[src/rtl/wb_trace_tx.sv]
// Writeback trace transmitter: queues register-write events in a small FIFO and
// ships each one as a 5-byte UART 8N1 frame ({4'hA, rd}, data MSB byte first).
module wb_trace_tx #(
    parameter int CLKS_PER_BIT = 16,
    parameter int FIFO_DEPTH   = 8
) (
    input  logic                          clk,
    input  logic                          reset,
    input  logic                          wb_valid,
    input  logic [3:0]                    wb_rd,
    input  logic [31:0]                   wb_data,
    output logic                          tx,
    output logic                          busy,
    output logic                          overflow,
    output logic [$clog2(FIFO_DEPTH):0]   fifo_count
);

    localparam int PW = $clog2(FIFO_DEPTH);
    localparam int CW = PW + 1;
    localparam int BW = $clog2(CLKS_PER_BIT);
    localparam logic [BW-1:0] BAUD_MAX = BW'(CLKS_PER_BIT - 1);

    localparam logic [1:0] S_IDLE  = 2'd0;
    localparam logic [1:0] S_START = 2'd1;
    localparam logic [1:0] S_DATA  = 2'd2;
    localparam logic [1:0] S_STOP  = 2'd3;

    logic [35:0]   mem [FIFO_DEPTH];
    logic [PW-1:0] wr_ptr, rd_ptr;
    logic [CW-1:0] count;
    logic          ovf_q;

    logic [1:0]    state;
    logic [BW-1:0] baud;
    logic [2:0]    bit_idx, byte_idx;
    logic [39:0]   frame;
    logic [7:0]    cur_byte;
    logic          tx_q;

    logic full, pop, push;

    assign full = (count == CW'(FIFO_DEPTH));
    assign pop  = (state == S_IDLE) && (count != '0);
    // A full FIFO still accepts a push when the head leaves on the same edge.
    assign push = wb_valid && (!full || pop);

    // NOTE: the event storage is deliberately not reset; pointers and count
    // define validity, and leaving the array reset-free lets it map to RAM.
    always_ff @(posedge clk) begin
        if (!reset && push)
            mem[wr_ptr] <= {wb_rd, wb_data};
    end

    // NOTE: all sequential state uses non-blocking assignments so every
    // register samples the pre-edge values regardless of statement order.
    always_ff @(posedge clk) begin
        if (reset) begin
            wr_ptr <= '0;
            rd_ptr <= '0;
            count  <= '0;
            ovf_q  <= 1'b0;
        end else begin
            if (push) wr_ptr <= wr_ptr + PW'(1);
            if (pop)  rd_ptr <= rd_ptr + PW'(1);
            case ({push, pop})
                2'b10:   count <= count + CW'(1);
                2'b01:   count <= count - CW'(1);
                default: count <= count;
            endcase
            if (wb_valid && !push) ovf_q <= 1'b1;
        end
    end

    always_comb begin
        cur_byte = frame[7:0];
        case (byte_idx)
            3'd0:    cur_byte = frame[39:32];
            3'd1:    cur_byte = frame[31:24];
            3'd2:    cur_byte = frame[23:16];
            3'd3:    cur_byte = frame[15:8];
            default: cur_byte = frame[7:0];
        endcase
    end

    // tx is loaded alongside each state change so the line level always
    // matches the state being entered.
    always_ff @(posedge clk) begin
        if (reset) begin
            state    <= S_IDLE;
            baud     <= '0;
            bit_idx  <= '0;
            byte_idx <= '0;
            frame    <= '0;
            tx_q     <= 1'b1;
        end else begin
            case (state)
                S_IDLE: begin
                    baud <= '0;
                    tx_q <= 1'b1;
                    if (pop) begin
                        frame    <= {4'hA, mem[rd_ptr]};
                        byte_idx <= '0;
                        state    <= S_START;
                        tx_q     <= 1'b0;
                    end
                end
                S_START: begin
                    if (baud == BAUD_MAX) begin
                        baud    <= '0;
                        bit_idx <= '0;
                        state   <= S_DATA;
                        tx_q    <= cur_byte[0];
                    end else begin
                        baud <= baud + BW'(1);
                    end
                end
                S_DATA: begin
                    if (baud == BAUD_MAX) begin
                        baud <= '0;
                        if (bit_idx == 3'd7) begin
                            state <= S_STOP;
                            tx_q  <= 1'b1;
                        end else begin
                            bit_idx <= bit_idx + 3'd1;
                            tx_q    <= cur_byte[bit_idx + 3'd1];
                        end
                    end else begin
                        baud <= baud + BW'(1);
                    end
                end
                default: begin
                    if (baud == BAUD_MAX) begin
                        baud <= '0;
                        if (byte_idx < 3'd4) begin
                            byte_idx <= byte_idx + 3'd1;
                            state    <= S_START;
                            tx_q     <= 1'b0;
                        end else begin
                            state <= S_IDLE;
                        end
                    end else begin
                        baud <= baud + BW'(1);
                    end
                end
            endcase
        end
    end

    assign tx         = tx_q;
    assign busy       = (count != '0) || (state != S_IDLE);
    assign overflow   = ovf_q;
    assign fifo_count = count;

endmodule

[config.mk]
export PLATFORM = sky130hd
export DESIGN_NAME = wb_trace_tx
export DESIGN_NICKNAME = d
export VERILOG_FILES = /design/src/rtl/wb_trace_tx.sv
export SDC_FILE = /design/constraint.sdc
export NUM_CORES = 1
export LEC_CHECK = 0
export ABC_AREA = 1
export CORE_ASPECT_RATIO = 0.9
export CORE_MARGIN = 3
export CORE_UTILIZATION = 65
export DETAILED_ROUTE_END_ITERATION = 16
export GPL_ROUTABILITY_DRIVEN = 0
export HOLD_SLACK_MARGIN = 0.06
export PLACE_DENSITY_LB_ADDON = 0.12
export SETUP_SLACK_MARGIN = 0.3
export SLEW_MARGIN = 10
export SYNTH_ARGS = -nofsm -noshare
export SYNTH_HDL_FRONTEND = slang
export SYNTH_SLANG_ARGS = --single-unit
[constraint.sdc]
create_clock -name clk -period 11.6 [get_ports clk]
set_input_delay 1.16 -clock clk [delete_from_list [all_inputs] [get_ports clk]]
set_output_delay 1.16 -clock clk [all_outputs]
set_load 0.005 [all_outputs]
==> results of run 1 <==
-- power by group --
| group | switching [mW] | internal, mW |
|---|---|---|
| combinational | 0.485 | 0.228 |
| clock | 0.441 | 0.638 |
| sequential | 0.0794 | 1.44 |
-- synth_stat cells (2+ instances only) --
cell type,n
nand3_1,30
o31ai_1,2
o22ai_1,36
nor3_1,6
o221ai_1,36
clkbuf_1,52
o21ai_0,205
a211oi_1,4
a21oi_1,54
buf_4,8
clkbuf_2,2
buf_2,8
o21ai_1,23
inv_1,36
nand4_1,3
dfxtp_1,61
inv_2,2
nor2_1,177
nand2_1,67
edfxtp_1,288
ha_1,17
-- metal layers --
| metal | GRT usage | part of all wire | vias to the layer above |
|---|---|---|---|
| li1 | - | - | 4228 |
| met1 | 0.381 | 0.44 | 4402 |
| met2 | 0.418 | 0.47 | 330 |
| met3 | 0.0478 | 0.070 | 43 |
| met4 | 0.0880 | 0.018 | 0 |
| met5 | 0 | 0 | - |
-- logic make-up after synthesis --
kind of cell | Yosys count | synth area share
compound gates | 364 | 0.148
fa+ha+maj | 18 | 0.0169
flops | 349 | 0.717
simple gates | 288 | 0.0838
xor+xnor | 2 | 0.00127
buf+inv | 109 | 0.0328
-- critical path, delay by kind of cell, from the launching register on --
family / cells / cell delay (ns)
flops: 1 / 0.99
buf+inv: 2 / 1.41
compound gates: 4 / 0.89
-- state kept, by name, summed over array words and instances, names as in the netlist --
signal	flops
fifo_count	4
rd_ptr	3
frame	37
state	2
tx	1
baud	4
bit_idx	3
wr_ptr	3
byte_idx	3
overflow	1
mem	288
-- final timing paths --
kind / slack (ns) / to / cells past startpoint
worst max register to register: 8.14 / frame[28]$_SDFFE_PP0P_ / 6
worst max-delay path: 8.14 / frame[28]$_SDFFE_PP0P_ / 6
worst min register to register: 0.46 / overflow$_SDFFE_PP0P_ / 1
worst min-delay path: 0.46 / overflow$_SDFFE_PP0P_ / 1
-- through the flow --
step | util | cells | setup WS, ns | total power, mW
after global placement | 0.710 | 1403 | 7.92 | 2.21
after floorplan | - | 1130 | 7.15 | 2.03
after CTS | 0.764 | 1464 | 8.20 | 3.32
after detailed placement | 0.710 | 1403 | 7.84 | 2.24
final | 0.764 | 1464 | 8.14 | 3.31
after global routing | 0.764 | 1464 | 7.84 | 3.47
-- layout make-up --
type / instances / share of cell area
repair buffers: 63 / 0.0376
clock buffers: 49 / 0.0635
clock inverters: 12 / 0.00716
inverters: 39 / 0.00949
well taps: 280 / 0.0225
flip-flops and latches: 349 / 0.635
multi-input cells: 672 / 0.225
==> qor.yml, run 1 <==
status: "complete, no violations"
layout_common_cells: "edfxtp_1, o21ai_0, nor2_1"
antenna_left: 0
cts_tree: "built"
yosysWarnings: 0
end_kind: "flip-flop"
initial_core_util: 0.676
leakage_nw: 5.22
firstDrtPassIters: 5
wl_per_cell_um: 20.3
fmax_ghz: 0.289
vias_per_cell: 6.15
drc: 0
area_growth_pct: 13.1
hold_class: "flip-flop to flip-flop"
ir_drop_v: 0.000197
core_mm2: 0.0204
path_max_fanout: 102
startpoint_type: "flip-flop"
insertion_delay_ns: 0.51
postPlaceCellArea_mm2: 0.0145
synthesis.nets: 1187
worstPathRequired_ns: 11.97
ys_ff_latch: 349
synth_ff_type: "edfxtp_1"
dp_hpwl_mm: 16.3
drt_iter0_markers: 865
cts_root_buffer: "clkbuf_16"
worst_pin_slew_ns: 0.994
grt_max_degree: 103
yosysSeqAreaShare: 0.717
synthTopCellsByArea: "edfxtp_1, dfxtp_1, o21ai_0"
cts_num_sinks: 349
chipHeight_um: 144
finalHoldViolCount: 0
ioPinCount: 46
syn_area_mm2: 0.0138
final_cell_area_mm2: 0.0156
reg2reg_from: "rd_ptr[0]$_SDFFE_PP0N_"
critical_path_class: "flip-flop to flip-flop"
drv_slew: 0
die_x_um: 159
multi_input_area_mm2: 0.00350
clk_path_buf_depth: 3
path_cells: "clkinv_2 > buf_4 > o21ai_0 > o22ai_1 > o21ai_0 > a21oi_1"
synth_top_area_frac: 0.629
hold_ws_ns: 0.461
register_area_mm2: 0.00988
post-route-min-period_ns: 3.46
critPathSlowestCell: "dfxtp_4"
port_buffers: 45
die_area_mm2: 0.0230
crit_top_cell: "o21ai_0"
row_count: 49
cts_resized: 0
gr-total-overflow: 0
synthArstFlopShare: 0
hold_buffers: 0
layout-drive-gt1-share: 0.0726
insertedDiodeCount: 0
synth_edf_count: 288
final_common_cell: "edfxtp_1"
crit_start: "rd_ptr[0]$_SDFFE_PP0N_"
vias: 9003
cts_setup_buffers: 0
yosys.cell_types.count: 34
max-cap-violations: 0
fillers: 1315
grt_pass1_vias: 8581
synth_top_cell_by_area: "edfxtp_1"
clock_skew_ns: 0.0125
grt_pass1_wl_mm: 46.9
cts_buffers: 34
synthCells: 1130
fin_nets: 1216
antenna_found_initial: 0
cellPowerDensity_mw_per_mm2: 213
htreeDepth: 2
grt_usage: 0.264
fin_crit_sh: 0.298
worst_ep_arrival_time_ns: 3.83
maxSlewHeadroom: 0.337
path_clk_slew_ns: 0.06
holdCritStartpoint: "overflow$_SDFFE_PP0P_"
setup_viol: 0
rsz0062_at_grt: "no"
crit_path_max_incr_delay_ns: 0.99
fin_setup_tns_ns: 0
wirelength_mm: 29.8
syn_avg_cell_area_um2: 12.2
No activity file was read; power rests on OpenSTA's default activity.
==> run 2, diff against run 1 <==
--- a/config.mk
+++ b/config.mk
@@ -8,7 +8,7 @@
 export ABC_AREA = 1
 export CORE_ASPECT_RATIO = 0.9
 export CORE_MARGIN = 3
-export CORE_UTILIZATION = 65
+export CORE_UTILIZATION = 61
 export DETAILED_ROUTE_END_ITERATION = 16
 export GPL_ROUTABILITY_DRIVEN = 0
 export HOLD_SLACK_MARGIN = 0.06
==> constraint.sdc (replaced) <==
create_clock -name clk -period 3.49 [get_ports clk]
set_input_delay 0.349 -clock clk [delete_from_list [all_inputs] [get_ports clk]]
set_output_delay 0.349 -clock clk [all_outputs]
set_load 0.005 [all_outputs]
==> run 2 against run 1 <==
Against the previous run: sequential power increased to 3.2 times the previous value; critical endpoint is now mem[1][18]$_DFFE_PP_; flip-flop and latch count unchanged; non-clock buffer count increased by 7; register-to-register slack got worse by 7.5 ns; clock power increased to 3.5 times the previous value; final cell count increased by 1.4%.
==> qor.yml, run 2 (synthesized netlist as in run 1, its figures left out) <==
status: "complete, no violations"
cts_resized: 0  # unchanged
leakage_nw: 5.30  # +1.7%
vias_per_cell: 6.03  # -1.9%
p_seq_frac: 0.439  # -0.020
fmax_ghz: 0.357  # +23%
grt_usage: 0.253  # -0.0107
max-cap-violations: 0  # unchanged
die_x_um: 164  # +3.1%
setup_viol: 0  # unchanged
core_mm2: 0.0219  # +7.5%
final_common_cell: "edfxtp_1"
clkPwrFrac: 0.336  # +0.010
gr-total-overflow: 0  # unchanged
largest_reg_flops: 288  # unchanged
p_int_mw: 7.82  # +240%
drt_iter0_markers: 993  # +15%
dp_hpwl_mm: 17.0  # +4.1%
antenna_left: 0  # unchanged
path_clk_slew_ns: 0.06  # about the same
holdCritStartpoint: "baud[0]$_SDFF_PP0_"
fin_nets: 1225  # +0.74%
path_buf_inv: 3  # +1
crit_family: "simple AND/OR/NAND/NOR gates"
wl_per_cell_um: 20.3  # -0.34%
wirelength_mm: 30.1  # +1.1%
initial_core_util: 0.629  # -0.0473
antenna_found_initial: 0  # unchanged
reg_top3: "mem x288, frame x37"
top_register: "mem"
cts_setup_buffers: 0  # unchanged
clk_path_buf_depth: 3  # unchanged
crit_start: "state[1]$_SDFFE_PP0P_"
end_kind: "flip-flop"
rsz0062_at_grt: "no"
path_cells: "inv_1 > ha_1 > inv_1 > nand4_1 > nand2_1 > nor2_1 > nand2_1 > nor2_4 > buf_4"
path_max_fanout: 16  # -84%
area_growth_pct: 14.2
finalHoldViolCount: 0  # unchanged
switching_share: 0.303  # about the same
critPathSlowestCell: "nor2_4"
insertedDiodeCount: 0  # unchanged
p_sw_mw: 3.41  # +240%
drv_slew: 0  # unchanged
final_cell_area_mm2: 0.0157  # +1.0%
worst_pin_slew_ns: 0.985  # -0.00891 ns
layout_common_cells: "edfxtp_1, o21ai_0, nor2_1"
post-route-min-period_ns: 2.80  # -0.658 ns
cts_tree: "built"
ir_drop_v: 0.000544  # +180%
hold_buffers: 0  # unchanged
die_area_mm2: 0.0244  # +6.3%
ioPinCount: 46  # unchanged
reg2reg_from: "state[1]$_SDFFE_PP0P_"
postPlaceCellArea_mm2: 0.0145  # +0.63%
fin_crit_sh: 0.803  # +0.505
hold_class: "flip-flop to flip-flop"
maxSlewHeadroom: 0.342  # +0.00522
vias: 8960  # -0.48%
grt_pass1_vias: 8789  # +2.4%
htreeDepth: 2  # unchanged
worst_ep_arrival_time_ns: 3.00  # -0.83 ns
p_comb_frac: 0.225  # +0.010
drc: 0  # unchanged
crit_path_max_incr_delay_ns: 0.53  # -0.46 ns
cts_root_buffer: "clkbuf_16"
total_power_mw: 11.2  # +240%
insertion_delay_ns: 0.51  # about the same
critical_path_class: "flip-flop to flip-flop"
layout-drive-gt1-share: 0.0838  # +0.0111
chipHeight_um: 148  # +3.1%
grt_pass1_wl_mm: 47.7  # +1.6%
grt_max_degree: 80  # -22%
startpoint_type: "flip-flop"
firstDrtPassIters: 5  # unchanged
cts_buffers: 36  # +5.9%
cellPowerDensity_mw_per_mm2: 715  # +240%
cts_num_sinks: 349  # unchanged
worstPathRequired_ns: 3.69  # -8.28 ns
port_buffers: 45  # unchanged
row_count: 51  # +4.1%
clock_skew_ns: 0.0138  # +0.00127 ns
==> run 2: changes by cell type in the layout (fill, tap and decap cells not counted), sizes merged <==
cell	before	now
clkbuf	49	41
clkinvlp	2	1
clkinv	8	17
inv	39	40
buf	18	25
bufinv	2	4
==> run 2: final timing paths <==
check	to	slack, ns	cells past startpoint
max	mem[1][18]$_DFFE_PP_	0.69	9
max reg2reg	mem[1][18]$_DFFE_PP_	0.69	9
min	baud[0]$_SDFF_PP0_	0.46	1
min reg2reg	baud[0]$_SDFF_PP0_	0.46	1
==> run 2: final cells by class <==
cell class / count / area, µm²
inverters: 39 / 148
well taps: 291 / 364
multi-input cells: 672 / 3500
clock inverters: 23 / 219
flip-flops and latches: 349 / 9880
repair buffers: 70 / 663
clock buffers: 41 / 951
fillers: 1484 / 6170
==> run 2: power by group through the flow <==
stage / Clock [mW] / Sequential, mW / Combinational (mW)
2_1_floorplan: 0 / 4.97 / 1.78
3_3_place_gp: 0 / 5.01 / 2.45
3_5_place_dp: 0 / 5.01 / 2.50
4_1_cts: 3.84 / 4.93 / 2.53
5_1_grt: 4.00 / 4.95 / 2.85
6_report: 3.78 / 4.93 / 2.53
==> run 2: through the flow <==
step | std cells | setup TNS, ns | utilization | setup slack (ns) | hold slack (ns)
after detailed placement | 1421 | 0 | 0.665 | 0.661 | 0.460
after CTS | 1485 | 0 | 0.718 | 0.666 | 0.472
after global placement | 1421 | 0 | 0.665 | 0.776 | 0.431
after global routing | 1485 | 0 | 0.718 | 0.450 | 0.493
after floorplan | 1130 | -94.09 | - | -0.653 | 0.418
final | 1485 | 0 | 0.718 | 0.686 | 0.457
==> run 2: routing by layer <==
metal	track usage	routed length [µm]
met1	0.374	13000
met4	0.0757	657
met5	0	0
met3	0.0398	2320
met2	0.396	14100
